**src/rtl/tile_game_pkg.sv**
```systemverilog
// Shared types and default sizes for the tile-matching game controller.
package tile_game_pkg;

  typedef enum logic [2:0] {
    IDLE    = 3'd0,
    PICK1   = 3'd1,
    PICK2   = 3'd2,
    COMPARE = 3'd3,
    SHOW    = 3'd4,
    DONE    = 3'd5
  } state_t;

  localparam int unsigned NUM_TILES_DEF = 10;
  localparam int unsigned SYM_W_DEF     = 3;
  localparam int unsigned IDX_W         = $clog2(NUM_TILES_DEF);

endpackage

```
**src/rtl/tile_onehot_decode.sv**
```systemverilog
// Turns the switch bank into a tile index plus a flag saying exactly one switch is up.
module tile_onehot_decode
  import tile_game_pkg::*;
#(
  parameter int unsigned NUM_TILES = NUM_TILES_DEF,
  parameter int unsigned IW        = $clog2(NUM_TILES)
) (
  input  logic [NUM_TILES-1:0] sw,
  output logic [IW-1:0]        idx,
  output logic                 onehot
);

  always_comb begin
    idx = '0;
    for (int unsigned i = 0; i < NUM_TILES; i++) begin
      if (sw[i]) idx = IW'(i);
    end
    onehot = (sw != '0) && ((sw & (sw - NUM_TILES'(1))) == '0);
  end

endmodule

```
**src/rtl/tile_match_controller.sv**
```systemverilog
// One turn of the tile-matching game: two picks, compare, timed reveal, match bookkeeping.
module tile_match_controller
  import tile_game_pkg::*;
#(
  parameter int unsigned NUM_TILES   = NUM_TILES_DEF,
  parameter int unsigned SYM_W       = SYM_W_DEF,
  parameter int unsigned SHOW_CYCLES = 50_000_000
) (
  input  logic                       CLOCK_50,
  input  logic                       reset,
  input  logic                       ingame_on,
  input  logic                       select1,
  input  logic                       select2,
  input  logic [NUM_TILES-1:0]       sw,
  input  logic [NUM_TILES*SYM_W-1:0] layout,
  output logic [NUM_TILES-1:0]       reveal,
  output logic [NUM_TILES-1:0]       matched,
  output logic [SYM_W-1:0]           sym_a,
  output logic [SYM_W-1:0]           sym_b,
  output logic [7:0]                 move_count,
  output logic                       bad_pick,
  output logic                       game_over,
  output logic [2:0]                 state
);

  localparam int unsigned IW = $clog2(NUM_TILES);
  localparam int unsigned CW = $clog2(SHOW_CYCLES) + 1;

  state_t                     state_q, state_d;
  logic                       sel1_q, sel2_q;
  logic [NUM_TILES*SYM_W-1:0] layout_q, layout_d;
  logic [NUM_TILES-1:0]       matched_d;
  logic [IW-1:0]              idx_a_q, idx_a_d, idx_b_q, idx_b_d;
  logic                       pick_a_q, pick_a_d, pick_b_q, pick_b_d;
  logic [7:0]                 move_d;
  logic                       bad_d;
  logic [CW-1:0]              cnt_q, cnt_d;

  logic          rise1, rise2;
  logic [IW-1:0] sw_idx;
  logic          sw_onehot;

  assign rise1 = select1 & ~sel1_q;
  assign rise2 = select2 & ~sel2_q;

  tile_onehot_decode #(
    .NUM_TILES(NUM_TILES),
    .IW       (IW)
  ) u_decode (
    .sw    (sw),
    .idx   (sw_idx),
    .onehot(sw_onehot)
  );

  assign sym_a     = pick_a_q ? layout_q[idx_a_q*SYM_W +: SYM_W] : '0;
  assign sym_b     = pick_b_q ? layout_q[idx_b_q*SYM_W +: SYM_W] : '0;
  assign game_over = (state_q == DONE);
  assign state     = state_q;

  always_comb begin
    reveal = matched;
    if (pick_a_q) reveal[idx_a_q] = 1'b1;
    if (pick_b_q) reveal[idx_b_q] = 1'b1;
  end

  always_comb begin
    state_d   = state_q;
    layout_d  = layout_q;
    matched_d = matched;
    idx_a_d   = idx_a_q;
    idx_b_d   = idx_b_q;
    pick_a_d  = pick_a_q;
    pick_b_d  = pick_b_q;
    move_d    = move_count;
    bad_d     = 1'b0;
    cnt_d     = cnt_q;

    // Quitting outranks every state action; matched/move_count survive for the HEX display.
    if (state_q != IDLE && !ingame_on) begin
      state_d  = IDLE;
      pick_a_d = 1'b0;
      pick_b_d = 1'b0;
      cnt_d    = '0;
    end else begin
      case (state_q)
        IDLE: begin
          if (ingame_on) begin
            layout_d  = layout;
            matched_d = '0;
            pick_a_d  = 1'b0;
            pick_b_d  = 1'b0;
            move_d    = '0;
            state_d   = PICK1;
          end
        end
        PICK1: begin
          if (rise1) begin
            if (sw_onehot && !matched[sw_idx]) begin
              idx_a_d  = sw_idx;
              pick_a_d = 1'b1;
              state_d  = PICK2;
            end else begin
              bad_d = 1'b1;
            end
          end
        end
        PICK2: begin
          if (rise2) begin
            if (sw_onehot && !matched[sw_idx] && (sw_idx != idx_a_q)) begin
              idx_b_d  = sw_idx;
              pick_b_d = 1'b1;
              state_d  = COMPARE;
            end else begin
              bad_d = 1'b1;
            end
          end
        end
        COMPARE: begin
          if (move_count != 8'hFF) move_d = move_count + 8'd1;
          if (sym_a == sym_b) begin
            matched_d[idx_a_q] = 1'b1;
            matched_d[idx_b_q] = 1'b1;
          end
          cnt_d   = CW'(SHOW_CYCLES - 1);
          state_d = SHOW;
        end
        SHOW: begin
          if (cnt_q == '0) begin
            pick_a_d = 1'b0;
            pick_b_d = 1'b0;
            state_d  = (matched == '1) ? DONE : PICK1;
          end else begin
            cnt_d = cnt_q - CW'(1);
          end
        end
        DONE: ;
        default: state_d = IDLE;
      endcase
    end
  end

  always_ff @(posedge CLOCK_50 or posedge reset) begin
    if (reset) begin
      state_q    <= IDLE;
      sel1_q     <= 1'b0;
      sel2_q     <= 1'b0;
      layout_q   <= '0;
      matched    <= '0;
      idx_a_q    <= '0;
      idx_b_q    <= '0;
      pick_a_q   <= 1'b0;
      pick_b_q   <= 1'b0;
      move_count <= '0;
      bad_pick   <= 1'b0;
      cnt_q      <= '0;
    end else begin
      state_q    <= state_d;
      sel1_q     <= select1;
      sel2_q     <= select2;
      layout_q   <= layout_d;
      matched    <= matched_d;
      idx_a_q    <= idx_a_d;
      idx_b_q    <= idx_b_d;
      pick_a_q   <= pick_a_d;
      pick_b_q   <= pick_b_d;
      move_count <= move_d;
      bad_pick   <= bad_d;
      cnt_q      <= cnt_d;
    end
  end

endmodule

```
**config.mk**
```make
export PLATFORM = sky130hd
export DESIGN_NAME = tile_match_controller
export DESIGN_NICKNAME = d
export VERILOG_FILES = /design/src/rtl/tile_game_pkg.sv /design/src/rtl/tile_onehot_decode.sv /design/src/rtl/tile_match_controller.sv
export SDC_FILE = /design/constraint.sdc
export NUM_CORES = 1
export LEC_CHECK = 0
export CORE_MARGIN = 2
export CORE_UTILIZATION = 59
export CTS_CLUSTER_DIAMETER = 120
export DETAILED_ROUTE_END_ITERATION = 10
export GPL_ROUTABILITY_DRIVEN = 0
export PLACE_DENSITY = 0.89
export RECOVER_POWER = 25
export SLEW_MARGIN = 30
export SYNTH_ARGS = -nofsm -noshare
export SYNTH_HDL_FRONTEND = slang
export SYNTH_SLANG_ARGS = --single-unit
```
**constraint.sdc**
```tcl
create_clock -name CLOCK_50 -period 8.8 [get_ports CLOCK_50]
set_input_delay 1.76 -clock CLOCK_50 [delete_from_list [all_inputs] [get_ports CLOCK_50]]
set_output_delay 1.76 -clock CLOCK_50 [all_outputs]
set_load 0.03 [all_outputs]
```
==> results.toml <==
[power_and_ir_drop]
power.combinational.fraction_pct = 30.9
vdd.ir_drop.worst_v = 0.000157
power_frac_seq_pct = 47.0
p_clk_share_pct = 22.1
total_power_mw = 1.40
internal_power_mw = 0.877
power_density_nw_per_um2 = 211
static-leakage-power_nw = 2.71
switching_power_mw = 0.523
sw_frac_of_total_pct = 37.4

[setup_path]
r2r_slack_ns = 5.72
critical_path_required_ns = 7.04
critPathLaunch = "idx_a_q[0]"
critical_path.endpoint = "sym_a[2]"
critical_path_peak_fanout = 16
timing.rr.end = "matched[5]"
category_of_the_worst_setup_path_capture_point = "output pin"
crit-reg2reg-launch = "idx_a_q[0]"
critical_path_arrival_ns = 2.85
setup.worst_path.class = "reg2out"
reg2regPathDepth = 6
worst_setup_path_start_kind = "flop"

[logic_synthesis]
post_synth_and_or_nand_nor_area_fraction_pct = 28.2
synth-async-reset-ratio_pct = 100
synth_adder_area_share_pct = 0.633
largest_family_of_logic_cells_by_synthesized_area = "simple AND/OR/NAND/NOR gates"
yosysWarnings = 0
post-synth-top-area-cell = "dfrtp_1"
netlist-cell-type-count = 73
mux_cell_area_share_after_synthesis_pct = 8.83
ys_ff_latch = 91
fraction_of_the_yosys_area_taken_by_sequential_cells_pct = 41.1
synthesized_netlist_cell_count = 618
synth.top_cell.area_share_pct = 41.1
synth_compound_gate_area_share_pct = 14.9
synth_top_cells_by_count = "nand2_1 (134), dfrtp_1 (91), nor2_1 (56), clkbuf_1 (26), a21oi_1 (25)"
synth.top_cells.by_area = "dfrtp_1 (41%), nand2_1 (9.1%), mux4_2 (4.9%)"
number_of_flops_mapped_to_enable_cells_by_yosys = 0
synthXorXnorAreaFrac_pct = 3.16
syn_nets = 665
synth_ff_type = "dfrtp_1"
postSynthAreaPerCell_um2 = 8.96
netlist_area_um2 = 5540
yosysMostFrequentCell = "nand2_1"

[finish]
nNetsFinal = 728
fillers = 656
drive_gt1_share_pct = 9.62
insertedDiodeCount = 0
syn2layout_area_growth_pct = 19.6

[grt]
grt_pass1_wl_mm = 23.7
grt_overflow_total = 0
antenna_found_initial = 0
largest_net_degree_at_the_start_of_global_routing = 92
track_usage_pct = 29.2
number_of_global_route_vias_before_repair = 4947

[clocking]
clk_latency_ns = 0.37
root_buffer = "clkbuf_8"
cts.repair.resized = 0
cts.repair_timing.setup_buffer_count = 0
htree_num_levels = 3
tritoncts = "yes"
cts_buffer_depth = 2
cts.sink_count = 91
clock_slew_at_reported_path_ffs_ns = 0.09
cts_made_buffers = 9
holdBufCountCts = 0

[drt]
wl_per_cell_um = 18.0
drt_wl_total_mm = 14.4
drtIter0Drc = 490
via_count = 5146
drc = 0
vias_per_cell = 6.46
number_of_antenna_violating_nets_in_the_routed_design = 0
drt_pass1_iterations = 7

[timing]
setup-violations-final = 0
timing.max_slew.rel_slack_pct = 34.6
rsz0062_at_grt = "no"
skew_ns = 0.0170
slew_at_the_pin_closest_to_its_max_slew_limit_ns = 0.980
fin_crit_sh_pct = 52.4
finalSetupTns_ns = 0
finalWorstPathRequiredPeriod_ns = 4.61
hold_violations = 0
finalMaxSlewViolations = 0
maxClockFrequency_mhz = 217

[worst_hold_path]
worst_hold_path_type = "reg2reg"

[floorplanning]
core_footprint_um2 = 9150
die_w_um = 101
row_count = 35
start_util_pct = 60.5
dieArea_um2 = 10200
die_y_um = 101
boundaryPins = 84

[run_status]
outcome = "complete, no violations"

[run]
maxCapViolCount = 0

[placed_design]
numPortBuffers = 83
dp.final_hpwl_mm = 10.1
==> layout by cell type, fill, tap and decap left out, types with 6 or more instances in the layout <==
| cell type | Yosys | final |
|---|---|---|
| clkdlybuf4s50_1 | 0 | 80 |
| nand2b_1 | 6 | 6 |
| a31oi_1 | 9 | 9 |
| clkbuf_8 | 0 | 9 |
| xnor2_1 | 11 | 11 |
| o21ai_0 | 19 | 19 |
| o21ai_1 | 13 | 13 |
| a22oi_1 | 9 | 9 |
| dfrtp_1 | 91 | 91 |
| mux2i_1 | 8 | 8 |
| mux4_2 | 12 | 12 |
| xor2_1 | 9 | 9 |
| nor2_1 | 56 | 56 |
| o311ai_1 | 6 | 6 |
| inv_1 | 9 | 8 |
| nand2_1 | 134 | 134 |
| nor4_1 | 8 | 8 |
| nand3_1 | 16 | 16 |
| and3_1 | 8 | 7 |
| nor3_1 | 16 | 15 |
| nor2b_1 | 14 | 14 |
| a311oi_1 | 8 | 8 |
| a21oi_1 | 25 | 24 |
==> state kept, by name, summed over array words and instances (netlist names), 3 cells and up <==
register,flops
cnt_q,27
idx_a_q,4
idx_b_q,4
layout_q,30
matched,10
move_count,8
state,3
==> power groups by stage <==
stage / combinational, mW / clock [mW] / sequential, mW
floorplan: 0.328 / 0 / 0.620
global placement: 0.406 / 0 / 0.645
CTS: 0.429 / 0.311 / 0.653
global route: 0.476 / 0.328 / 0.674
finish: 0.433 / 0.309 / 0.658
detailed placement: 0.424 / 0 / 0.659
==> stage by stage <==
stage | cells | cell area [um2] | worst slack (ns) | util [%] | hold slack (ns)
after global routing | 797 | 6630 | 4.11 | 72.4 | 0.536
after global placement | 781 | 6400 | 4.37 | 69.9 | 0.471
after detailed placement | 781 | 6400 | 4.28 | 70.0 | 0.488
final | 797 | 6630 | 4.19 | 72.4 | 0.512
after CTS | 797 | 6620 | 4.19 | 72.3 | 0.503
after floorplan | 618 | 5540 | 4.68 | - | 0.451
==> layout make-up <==
type | count | area [um2] | share of cell area (%)
inverter | 9 | 35.0 | 0.529
tap | 111 | 139 | 2.10
multi-input combinational | 483 | 3090 | 46.7
clock inverter | 7 | 92.6 | 1.40
clock buffer | 9 | 124 | 1.87
sequential | 91 | 2280 | 34.4
timing repair buffer | 87 | 865 | 13.1
==> critical path: stages, from the launching register on <==
cell and delay, ns:
dfrtp_1 0.89, mux4_2 0.61, nand3_1 0.13, o311ai_1 0.19, clkdlybuf4s50_1 0.66
==> logic make-up after synthesis <==
family          after synthesis
compound gates              121
xor+xnor                     20
fa+ha+maj                     3
buf+inv                      44
flops                        91
mux                          31
simple gates                308
==> worst min-delay path by stage <==
stage	startpoint	end	slack [ns]	depth (start not counted)
floorplan	cnt_q[23]	cnt_q[23]	0.45	1
CTS	cnt_q[23]	cnt_q[23]	0.50	1
global placement	layout_q[13]	layout_q[13]	0.47	2
finish	layout_q[11]	layout_q[11]	0.51	2
detailed placement	cnt_q[23]	cnt_q[23]	0.49	1
global route	cnt_q[23]	cnt_q[23]	0.54	1
==> layer usage <==
metal	wire length [um]	vias to the layer above	track usage [%]
met1	5980	2460	40.2
met3	1020	53	3.95
met5	0	-	0
met4	341	0	10.0
met2	7010	286	47.8
li1	-	2347	-
(Power assumes the default switching activity.)
